## src/rtl/pipe_stage_reg_pkg.sv

```systemverilog
// Shared definitions for the pipeline stage register: occupancy encodings,
// the bubble control value and the occupancy transition helper.
package pipe_stage_reg_pkg;

  // Number of entries held by the stage (main slot plus optional skid slot)
  typedef enum logic [1:0] {
    PIPE_EMPTY = 2'd0,
    PIPE_ONE   = 2'd1,
    PIPE_TWO   = 2'd2
  } occ_t;

  // Every control bit of a bubble takes this value, so downstream enables stay off
  localparam logic BUBBLE_CTRL_BIT = 1'b0;

  // Occupancy after one clock, given this cycle's transfers; flush always empties
  function automatic occ_t next_occ(input occ_t cur, input logic accept,
                                    input logic emit, input logic flush);
    occ_t nxt;
    nxt = cur;
    if (flush) begin
      nxt = PIPE_EMPTY;
    end else begin
      case (cur)
        PIPE_EMPTY: if (accept) nxt = PIPE_ONE;
        PIPE_ONE: begin
          if (accept && !emit)      nxt = PIPE_TWO;
          else if (!accept && emit) nxt = PIPE_EMPTY;
        end
        PIPE_TWO:   if (emit) nxt = PIPE_ONE;
        default:    nxt = PIPE_EMPTY;
      endcase
    end
    return nxt;
  endfunction

endpackage

```

## src/rtl/pipe_stage_reg_slot.sv

```systemverilog
// One (valid, ctrl, data) register of a pipeline stage. Clear squashes the
// entry and zeroes its control bits but leaves the payload untouched.
module pipe_stage_reg_slot #(
  parameter int DATA_W = 16,
  parameter int CTRL_W = 12
) (
  input  logic              clk,
  input  logic              rst,
  input  logic              load,
  input  logic              clear,
  input  logic [CTRL_W-1:0] in_ctrl,
  input  logic [DATA_W-1:0] in_data,
  output logic              valid,
  output logic [CTRL_W-1:0] ctrl,
  output logic [DATA_W-1:0] data
);
  import pipe_stage_reg_pkg::*;

  // Clear wins over load so a squash can never be undone by a same-cycle write
  always_ff @(posedge clk or negedge rst) begin
    if (!rst) begin
      valid <= 1'b0;
      ctrl  <= '0;
      data  <= '0;
    end else if (clear) begin
      valid <= 1'b0;
      ctrl  <= {CTRL_W{BUBBLE_CTRL_BIT}};
    end else if (load) begin
      valid <= 1'b1;
      ctrl  <= in_ctrl;
      data  <= in_data;
    end
  end

endmodule

```

## src/rtl/pipe_stage_reg.sv

```systemverilog
// Parametrised pipeline stage register with valid/ready handshake, flush,
// bubble insertion, optional 2-entry skid buffer and a stall cycle counter.
module pipe_stage_reg #(
  parameter int DATA_W = 16,
  parameter int CTRL_W = 12,
  parameter bit SKID   = 1'b1,
  parameter int CNT_W  = 16
) (
  input  logic              clk,
  input  logic              rst,
  input  logic              in_valid,
  output logic              in_ready,
  input  logic [DATA_W-1:0] in_data,
  input  logic [CTRL_W-1:0] in_ctrl,
  input  logic              flush,
  output logic              out_valid,
  input  logic              out_ready,
  output logic [DATA_W-1:0] out_data,
  output logic [CTRL_W-1:0] out_ctrl,
  output logic [CNT_W-1:0]  stall_cnt
);
  import pipe_stage_reg_pkg::*;

  logic              main_valid;
  logic [CTRL_W-1:0] main_ctrl;
  logic [DATA_W-1:0] main_data;

  generate
    if (SKID) begin : g_skid
      occ_t              occ;
      occ_t              occ_nxt;
      logic              ready_q;
      logic              accept;
      logic              emit;
      logic              main_load;
      logic              main_clear;
      logic              skid_load;
      logic              skid_clear;
      logic [CTRL_W-1:0] main_in_ctrl;
      logic [DATA_W-1:0] main_in_data;
      logic              skid_valid;
      logic [CTRL_W-1:0] skid_ctrl;
      logic [DATA_W-1:0] skid_data;

      assign accept  = in_valid & ready_q;
      assign emit    = main_valid & out_ready;
      assign occ_nxt = next_occ(occ, accept, emit, flush);

      // Steer loads/clears of the two slots from occupancy and this cycle's transfers
      always_comb begin
        main_load    = 1'b0;
        main_clear   = 1'b0;
        skid_load    = 1'b0;
        skid_clear   = 1'b0;
        main_in_ctrl = in_ctrl;
        main_in_data = in_data;
        if (flush) begin
          main_clear = 1'b1;
          skid_clear = 1'b1;
        end else begin
          case (occ)
            PIPE_EMPTY: main_load = accept;
            PIPE_ONE: begin
              if (accept && emit) main_load  = 1'b1;
              else if (accept)    skid_load  = 1'b1;
              else if (emit)      main_clear = 1'b1;
            end
            PIPE_TWO: begin
              if (emit && skid_valid) begin
                main_load    = 1'b1;
                main_in_ctrl = skid_ctrl;
                main_in_data = skid_data;
                skid_clear   = 1'b1;
              end
            end
            default: begin
              main_clear = 1'b1;
              skid_clear = 1'b1;
            end
          endcase
        end
      end

      // Occupancy and the registered in_ready; ready drops only when both slots fill
      always_ff @(posedge clk or negedge rst) begin
        if (!rst) begin
          occ     <= PIPE_EMPTY;
          ready_q <= 1'b1;
        end else begin
          occ     <= occ_nxt;
          ready_q <= (occ_nxt != PIPE_TWO);
        end
      end

      assign in_ready = ready_q;

      pipe_stage_reg_slot #(.DATA_W(DATA_W), .CTRL_W(CTRL_W)) u_main (
        .clk     (clk),
        .rst     (rst),
        .load    (main_load),
        .clear   (main_clear),
        .in_ctrl (main_in_ctrl),
        .in_data (main_in_data),
        .valid   (main_valid),
        .ctrl    (main_ctrl),
        .data    (main_data)
      );

      pipe_stage_reg_slot #(.DATA_W(DATA_W), .CTRL_W(CTRL_W)) u_skid (
        .clk     (clk),
        .rst     (rst),
        .load    (skid_load),
        .clear   (skid_clear),
        .in_ctrl (in_ctrl),
        .in_data (in_data),
        .valid   (skid_valid),
        .ctrl    (skid_ctrl),
        .data    (skid_data)
      );
    end else begin : g_single
      logic accept;
      logic emit;
      logic main_clear;

      assign in_ready   = out_ready | ~main_valid;
      assign accept     = in_valid & in_ready;
      assign emit       = main_valid & out_ready;
      assign main_clear = flush | (emit & ~accept);

      pipe_stage_reg_slot #(.DATA_W(DATA_W), .CTRL_W(CTRL_W)) u_main (
        .clk     (clk),
        .rst     (rst),
        .load    (accept),
        .clear   (main_clear),
        .in_ctrl (in_ctrl),
        .in_data (in_data),
        .valid   (main_valid),
        .ctrl    (main_ctrl),
        .data    (main_data)
      );
    end
  endgenerate

  assign out_valid = main_valid;
  assign out_data  = main_data;
  assign out_ctrl  = main_valid ? main_ctrl : {CTRL_W{BUBBLE_CTRL_BIT}};

  // Saturating count of stalled cycles; only reset clears it
  always_ff @(posedge clk or negedge rst) begin
    if (!rst) begin
      stall_cnt <= '0;
    end else if (main_valid && !out_ready && (stall_cnt != {CNT_W{1'b1}})) begin
      stall_cnt <= stall_cnt + 1'b1;
    end
  end

endmodule

```

## config.mk

```make
export PLATFORM = sky130hd
export DESIGN_NAME = pipe_stage_reg
export DESIGN_NICKNAME = d
export VERILOG_FILES = /design/src/rtl/pipe_stage_reg_pkg.sv /design/src/rtl/pipe_stage_reg_slot.sv /design/src/rtl/pipe_stage_reg.sv
export SDC_FILE = /design/constraint.sdc
export NUM_CORES = 1
export LEC_CHECK = 0
export CAP_MARGIN = 20
export CORE_ASPECT_RATIO = 1.2
export CORE_MARGIN = 2
export CORE_UTILIZATION = 52
export CTS_CLUSTER_SIZE = 14
export DETAILED_ROUTE_END_ITERATION = 6
export GPL_TIMING_DRIVEN = 0
export HOLD_SLACK_MARGIN = 0.03
export PLACE_DENSITY = 0.81
export SLEW_MARGIN = 20
export SYNTH_ARGS = -nofsm -noshare
export SYNTH_HDL_FRONTEND = slang
export SYNTH_HIERARCHICAL = 1
export SYNTH_SLANG_ARGS = --single-unit
```

## constraint.sdc

```tcl
create_clock -name clk -period 3 [get_ports clk]
set_input_delay 0.3 -clock clk [delete_from_list [all_inputs] [get_ports clk]]
set_output_delay 0.3 -clock clk [all_outputs]
set_load 0.005 [all_outputs]
```

==> results of run 1 <==
area by class of cell:
class                           count  share of cell area
Clock inverter                      6              0.0125
Buffer                             19              0.0314
Tap cell                           90              0.0225
Timing Repair Buffer               80               0.161
Clock buffer                       10              0.0275
Multi-Input combinational cell    206               0.360
Sequential cell                    77               0.385
Inverter                            1            0.000749
through the flow:
step / setup TNS, ns / util / cells
floorplan: 0 / - / 303
global placement: -84.23 / 0.658 / 471
detailed placement: 0 / 0.660 / 472
CTS: 0 / 0.689 / 489
global route: 0 / 0.689 / 489
finish: 0 / 0.689 / 489
flip-flops by register name, indices dropped and copies added (netlist names):
| signal | cells |
|---|---|
| in_ready | 1 |
| g_skid.u_skid/data | 16 |
| g_skid.occ | 2 |
| g_skid.u_main/data | 16 |
| g_skid.u_skid/valid | 1 |
| g_skid.u_main/ctrl | 12 |
| g_skid.u_skid/ctrl | 12 |
| stall_cnt | 16 |
| g_skid.u_main/valid | 1 |
placed cells by master, fill, tap and decap left out, types with 2 or more instances in the layout:
cell type / count
buf_4: 2
clkinvlp_4: 3
and3_1: 2
clkdlybuf4s50_1: 77
nand2_1: 6
xor2_1: 6
mux2_2: 40
clkbuf_1: 5
a31oi_1: 3
buf_8: 2
and2_1: 17
a21oi_1: 9
mux2_4: 21
buf_2: 3
xnor2_1: 3
mux2i_1: 27
nor2_1: 33
clkbuf_8: 10
and4_1: 2
and2_2: 2
clkinv_2: 2
dfrtp_1: 76
nand3_1: 4
nor2b_4: 2
nand4_1: 5
buf_6: 7
a21o_1: 4
logic make-up (layout without fill, tap and decap cells):
family | count (synthesis) | count (layout)
AOI/OAI and AO/OA | 20 | 20
xor gates and xnor gates | 9 | 9
adders and majority gates | 1 | 1
buffers and inverters | 20 | 116
DFF | 77 | 77
muxes | 88 | 88
and+or+nand+nor | 88 | 88
per-layer routing:
layer	vias to the layer above	GRT usage	wire, um
met5	-	0	0
met4	0	0.0933	184
met3	15	0.0327	290
met2	67	0.355	3980
met1	1327	0.276	3690
li1	1241	-	-
final timing paths:
kind | slack, ns | to | cells past startpoint | from
max | 0.61 | g_skid.u_main/data[8] | 10 | g_skid.occ[1]
min | 0.47 | g_skid.u_skid/ctrl[5] | 2 | rst
max reg2reg | 0.61 | g_skid.u_main/data[8] | 10 | g_skid.occ[1]
min reg2reg | 0.50 | stall_cnt[11] | 1 | stall_cnt[11]
max in group asynchronous | 1.94 | stall_cnt[3] | 3 | rst
min in group clk | 0.50 | stall_cnt[11] | 1 | stall_cnt[11]
critical path, delay by kind of cell, from the launching register on:
kind	cells	cell delay, ns
AOI/OAI and AO/OA	2	0.38
buffers and inverters	4	0.76
DFF	1	0.32
muxes	1	0.30
and+or+nand+nor	3	0.51
synthesized netlist by cell type, drive strengths merged:
library cell,n
dfstp,1
clkbuf,6
a21boi,1
and2b,1
a41oi,1
buf,13
mux2i,27
dfrtp,76
and4,4
a21o,4
nand3,4
mux2,61
nor4bb,1
nor2,33
and3,3
o21ba,1
a31oi,3
nor4b,2
a21oi,9
nand4b,1
nand3b,1
and4b,1
or3,1
xor2,6
nor2b,3
nand4,6
a2bb2oi,1
ha,1
nand2,6
inv,1
and2,19
xnor2,3
nor3b,1
and3b,1
report_power, final:
group	total [mW]	internal, mW	leakage [nW]	switching (mW)
Combinational	0.712	0.483	1.12	0.229
Clock	0.781	0.404	0.0943	0.377
Sequential	1.38	1.24	1.00	0.133
Total	2.87	2.13	2.21	0.740
what timing repair did:
| item | in CTS | in global routing |
|---|---|---|
| endpoints found under the setup margin | 0 | 0 |
| hold buffers | 1 | 0 |
| hold endpoints to repair | 36 | 0 |
==> results.yml, run 1 <==
route:
  via_per_inst: 5.42
  drt_iter0_drc: 86
  drcViolationCount: 0
  wl_um: 8140
  dr.pass1.iters: 4
  dr_total_vias: 2650
  ant_nets: 0
  wl_per_cell_um: 16.6
status:
  status: "completed"
logic_synthesis:
  netlist-cell-type-count: 46
  synth_top_family_by_area: "multiplexers"
  synth_seq_area_share: 0.495
  muxShareOfSynthArea: 0.266
  ys_warn_count: 6
  yosys-top-cells-area: "dfrtp_1 (49%), mux2_2 (12%), mux2_4 (8.1%)"
  synth_compound_area_frac: 0.0341
  syn_area_per_cell_sq_um: 12.8
  synth_largest_area_cell: "dfrtp_1"
  synth-simple-area-share: 0.140
  yosys.area.top_type_share: 0.489
  postSynthNetCount: 337
  synth_area_sq_um: 3890
  synth-xor-area-share: 0.0203
  synth-adder-area-share: 0.00321
  ys_ff_latch: 77
  netlist_instances: 303
sta:
  slew_viol_final: 0
  rsz0062_at_grt: "false"
  fin_ws_ns: 0.606
  tightest_slew_ns: 0.520
  fmax_mhz: 418
  slew_headroom: 0.654
  period_minus_slack_ns: 2.39
  hold_viol_final: 0
  finalCritPeriodShare: 0.798
  whs_ns: 0.471
  setup_viol: 0
  skew_ns: 0.0120
floorplan:
  ioPinCount: 79
  start_util: 0.535
  chipWidth_um: 83.0
  die-height_um: 98.8
  core_sq_um: 7270
  dieArea_sq_um: 8200
  fp-row-count: 34
global_routing:
  grt.total_usage: 0.212
  grt_pass1_wl_um: 14100
  grt_overflow_total: 0
  grt_max_degree: 41
  antenna_found_initial: 0
  grt_pass1_vias: 2874
power_and_ir_drop:
  vdd_drop_max_uv: 370
  power_density_nw_per_um2: 572
  power_mw: 2.87
  p_leak_nw: 2.21
setup_path:
  crit_path_end_kind: "register"
  arrival_ns: 2.61
  cp_cell_sequence: "clkbuf_1 -> and3b_1 -> a31oi_1 -> a2bb2oi_1 -> nor2_1 -> buf_6 -> nor2b_4 -> buf_6 -> buf_8 -> mux2_4"
  worstSetupPathType: "register to register"
  crit_top_cell: "buf_6"
  cpPeakStageDelay_ns: 0.32
  slowest_stage: "dfrtp_1"
  path_max_fanout: 10
  required_ns: 3.22
  start_kind: "register"
place:
  place_area_sq_um: 4800
  hpwlAfterDp_um: 5770
  pre_cts_slack_ns: 0.425
  gp_congestion: 0.755
  port_buffers: 78
final_layout:
  multi_input_area_sq_um: 1800
  antenna_cells: 0
  fin_area_sq_um: 5010
  fillers: 536
  regArea_sq_um: 1930
  drive_above_1_share: 0.268
  fin_nets: 428
  area_delta_synth_final_pct: 28.8
job:
  cap_violations: 0
cts:
  cts_root_buf: "clkbuf_8"
  cts_setup_buffers: 0
  cts_max_level: 3
  cts_sinks: 77
  insertion_delay_ns: 0.34
  cts_tree: "yes"
  clockBufferDepth: 2
  clk_pin_slew_ns: 0.09
  cts-resized-gates: 0
  numCtsBuffers: 9
hold_path:
  hp-class: "input pin to asynchronous set/reset pin"
No activity file was read; power rests on OpenSTA's default activity.
==> run 2: changes to the inputs <==
Settings changed: CORE_UTILIZATION 52 to 47, PLACE_DENSITY 0.81 to 0.77.
Clock period 3 ns to 1.94 ns, I/O delays scaled along.
==> run 2 against run 1 <==
  * The run now ends with setup timing left
  * Clock skew barely moved
  * Critical endpoint is now g_skid.u_main/data[11]
  * Die area rose by 10%
  * Cell area rose by 8.0%
==> results.yml, run 2 (same netlist as run 1, synthesis figures left out) <==
status:
  status: "finished, violations left"
  violations: "setup timing"
power_and_ir_drop:
  p_int_mw: 3.51
  p_leak_nw: 2.50
  clock_power_share: 0.283
  swShare: 0.253
  p_sw_mw: 1.19
  comb_power_share: 0.264
  vdd_drop_max_uv: 590
  power_density_nw_per_um2: 868
  share_seq_of_total_power: 0.453
sta:
  slew_viol_final: 0
  hold_viol_final: 0
  rsz0062_at_grt: "true"
  finalCritPeriodShare: 1.06
  period_minus_slack_ns: 2.05
  fin_ws_ns: -0.107
  tightest_slew_ns: 0.519
  skew_ns: 0.0123
  setup_viol: 25
  whs_ns: 0.344
  fmax_mhz: 488
  slew_headroom: 0.654
cts:
  cts_max_level: 3
  cts_sinks: 77
  clockBufferDepth: 2
  cts_tree: "yes"
  cts_root_buf: "clkbuf_8"
  numCtsBuffers: 9
  clk_pin_slew_ns: 0.08
  insertion_delay_ns: 0.35
final_layout:
  area_delta_synth_final_pct: 39.1
  final_common_cell: "dfrtp_1"
  top_regs: "g_skid.u_main/data (16), g_skid.u_skid/data (16), stall_cnt (16)"
  antenna_cells: 0
  layout_common_cells: "dfrtp_1 (75), clkdlybuf4s50_1 (66), nor2_1 (33)"
  drive_above_1_share: 0.332
  fillers: 587
  fin_nets: 457
  fin_util: 0.672
global_routing:
  grt_pass1_wl_um: 14000
  gr-usage-met3: 0.0319
  use_met2: 0.335
  antenna_found_initial: 0
  grt_overflow_total: 0
  gr-usage-met1: 0.252
  top_usage_layer: "met2"
  grt_max_degree: 43
  grt.total_usage: 0.198
  grt_pass1_vias: 2786
route:
  dr_total_vias: 2729
  dr.pass1.iters: 4
  wl_per_cell_um: 16.5
  drcViolationCount: 0
  via_per_inst: 5.22
  wl_um: 8650
  drt_iter0_drc: 97
  ant_nets: 0
setup_path:
  cp_cell_sequence: "and2_4 -> buf_6 -> a31oi_2 -> a2bb2oi_2 -> nor2_1 -> buf_6 -> nor2b_4 -> buf_12 -> buf_12 -> mux2_4"
  crit_path_end_kind: "register"
  start_kind: "register"
  slowest_stage: "dfrtp_2"
  path_buf_inv: 4
  path_max_fanout: 7
  cpPeakStageDelay_ns: 0.41
  crit_family: "buffers and inverters"
  worstSetupPathType: "register to register"
  required_ns: 2.17
  arrival_ns: 2.27
floorplan:
  core_sq_um: 8060
  chipWidth_um: 87.1
  ioPinCount: 79
  dieArea_sq_um: 9030
  die-height_um: 104
  start_util: 0.483
  fp-row-count: 36
place:
  gp_congestion: 0.777
  pre_cts_slack_ns: -0.469
  port_buffers: 78
  hpwlAfterDp_um: 5430
hold_path:
  hp-class: "input pin to asynchronous set/reset pin"
job:
  cap_violations: 0
[run 2: cell types whose count changed in the layout (fill, tap and decap cells not counted), moves of 2 or more]
cell / change
buf_4: +26
clkdlybuf4s50_1: -11
mux2_2: -11
mux2_4: +11
dlygate4sd2_1: +10
buf_12: +7
buf_2: -2
clkinv_2: -2
[run 2: final timing paths]
check,start,end,slack [ns],cells past startpoint
max,g_skid.u_main/valid,g_skid.u_main/data[11],-0.11,10
min,rst,g_skid.u_skid/data[12],0.34,2
max reg2reg,g_skid.u_main/valid,g_skid.u_main/data[11],-0.11,10
min reg2reg,stall_cnt[11],stall_cnt[11],0.51,1
max in group asynchronous,rst,in_ready,0.96,3
min in group clk,in_data[1],g_skid.u_skid/data[1],0.48,2
[run 2: through the flow]
stage | power (mW) | cells | TNS (ns) | instance area, sq um
final | 4.70 | 523 | -1.51 | 5420
after floorplan | 2.68 | 303 | -0.465 | 3920
after CTS | 4.66 | 514 | -1.42 | 5290
after global placement | 3.21 | 476 | -172.04 | 4820
after detailed placement | 3.25 | 477 | -16.63 | 4830
after global routing | 4.94 | 523 | -3.46 | 5420
[run 2: routing by layer]
metal,up-vias,wire length [um]
li1,1300,-
met1,1352,3740
met2,69,4470
met3,8,353
met4,0,97
met5,-,0
[run 2: area by class of cell]
cell class | instances | area [sq um] | share of cell area
buffer | 17 | 188 | 0.0347
clock buffer | 11 | 131 | 0.0243
clock inverter | 5 | 83.8 | 0.0155
inverter | 1 | 3.75 | 0.000693
multi-input combinational | 206 | 1880 | 0.346
sequential | 77 | 1930 | 0.356
tap | 95 | 119 | 0.0220
timing repair buffer | 111 | 1080 | 0.200
[run 2: what timing repair did]
action	4_1_cts	5_1_grt
hold endpoints to repair	35	0
setup endpoints to repair	45	55
hold buffers	1	0
setup buffers	19	12
cloned	2	0
gates resized for setup	22	20
pin swaps	2	2
[run 2: power by group through the flow]
stage	Sequential [mW]	Combinational, mW	Clock (mW)
after floorplan	2.12	0.565	0
after global placement	2.13	1.08	0
after detailed placement	2.15	1.10	0
after CTS	2.12	1.18	1.36
after global routing	2.17	1.34	1.43
final	2.13	1.24	1.33
[run 2: worst reg2reg max path, stage by stage, from the launching register on]
cell       delay, ns
dfrtp_2         0.41
and2_4          0.14
buf_6           0.13
a31oi_2         0.20
a2bb2oi_2       0.17
nor2_1          0.07
buf_6           0.13
nor2b_4         0.13
buf_12          0.14
buf_12          0.13
mux2_4          0.29
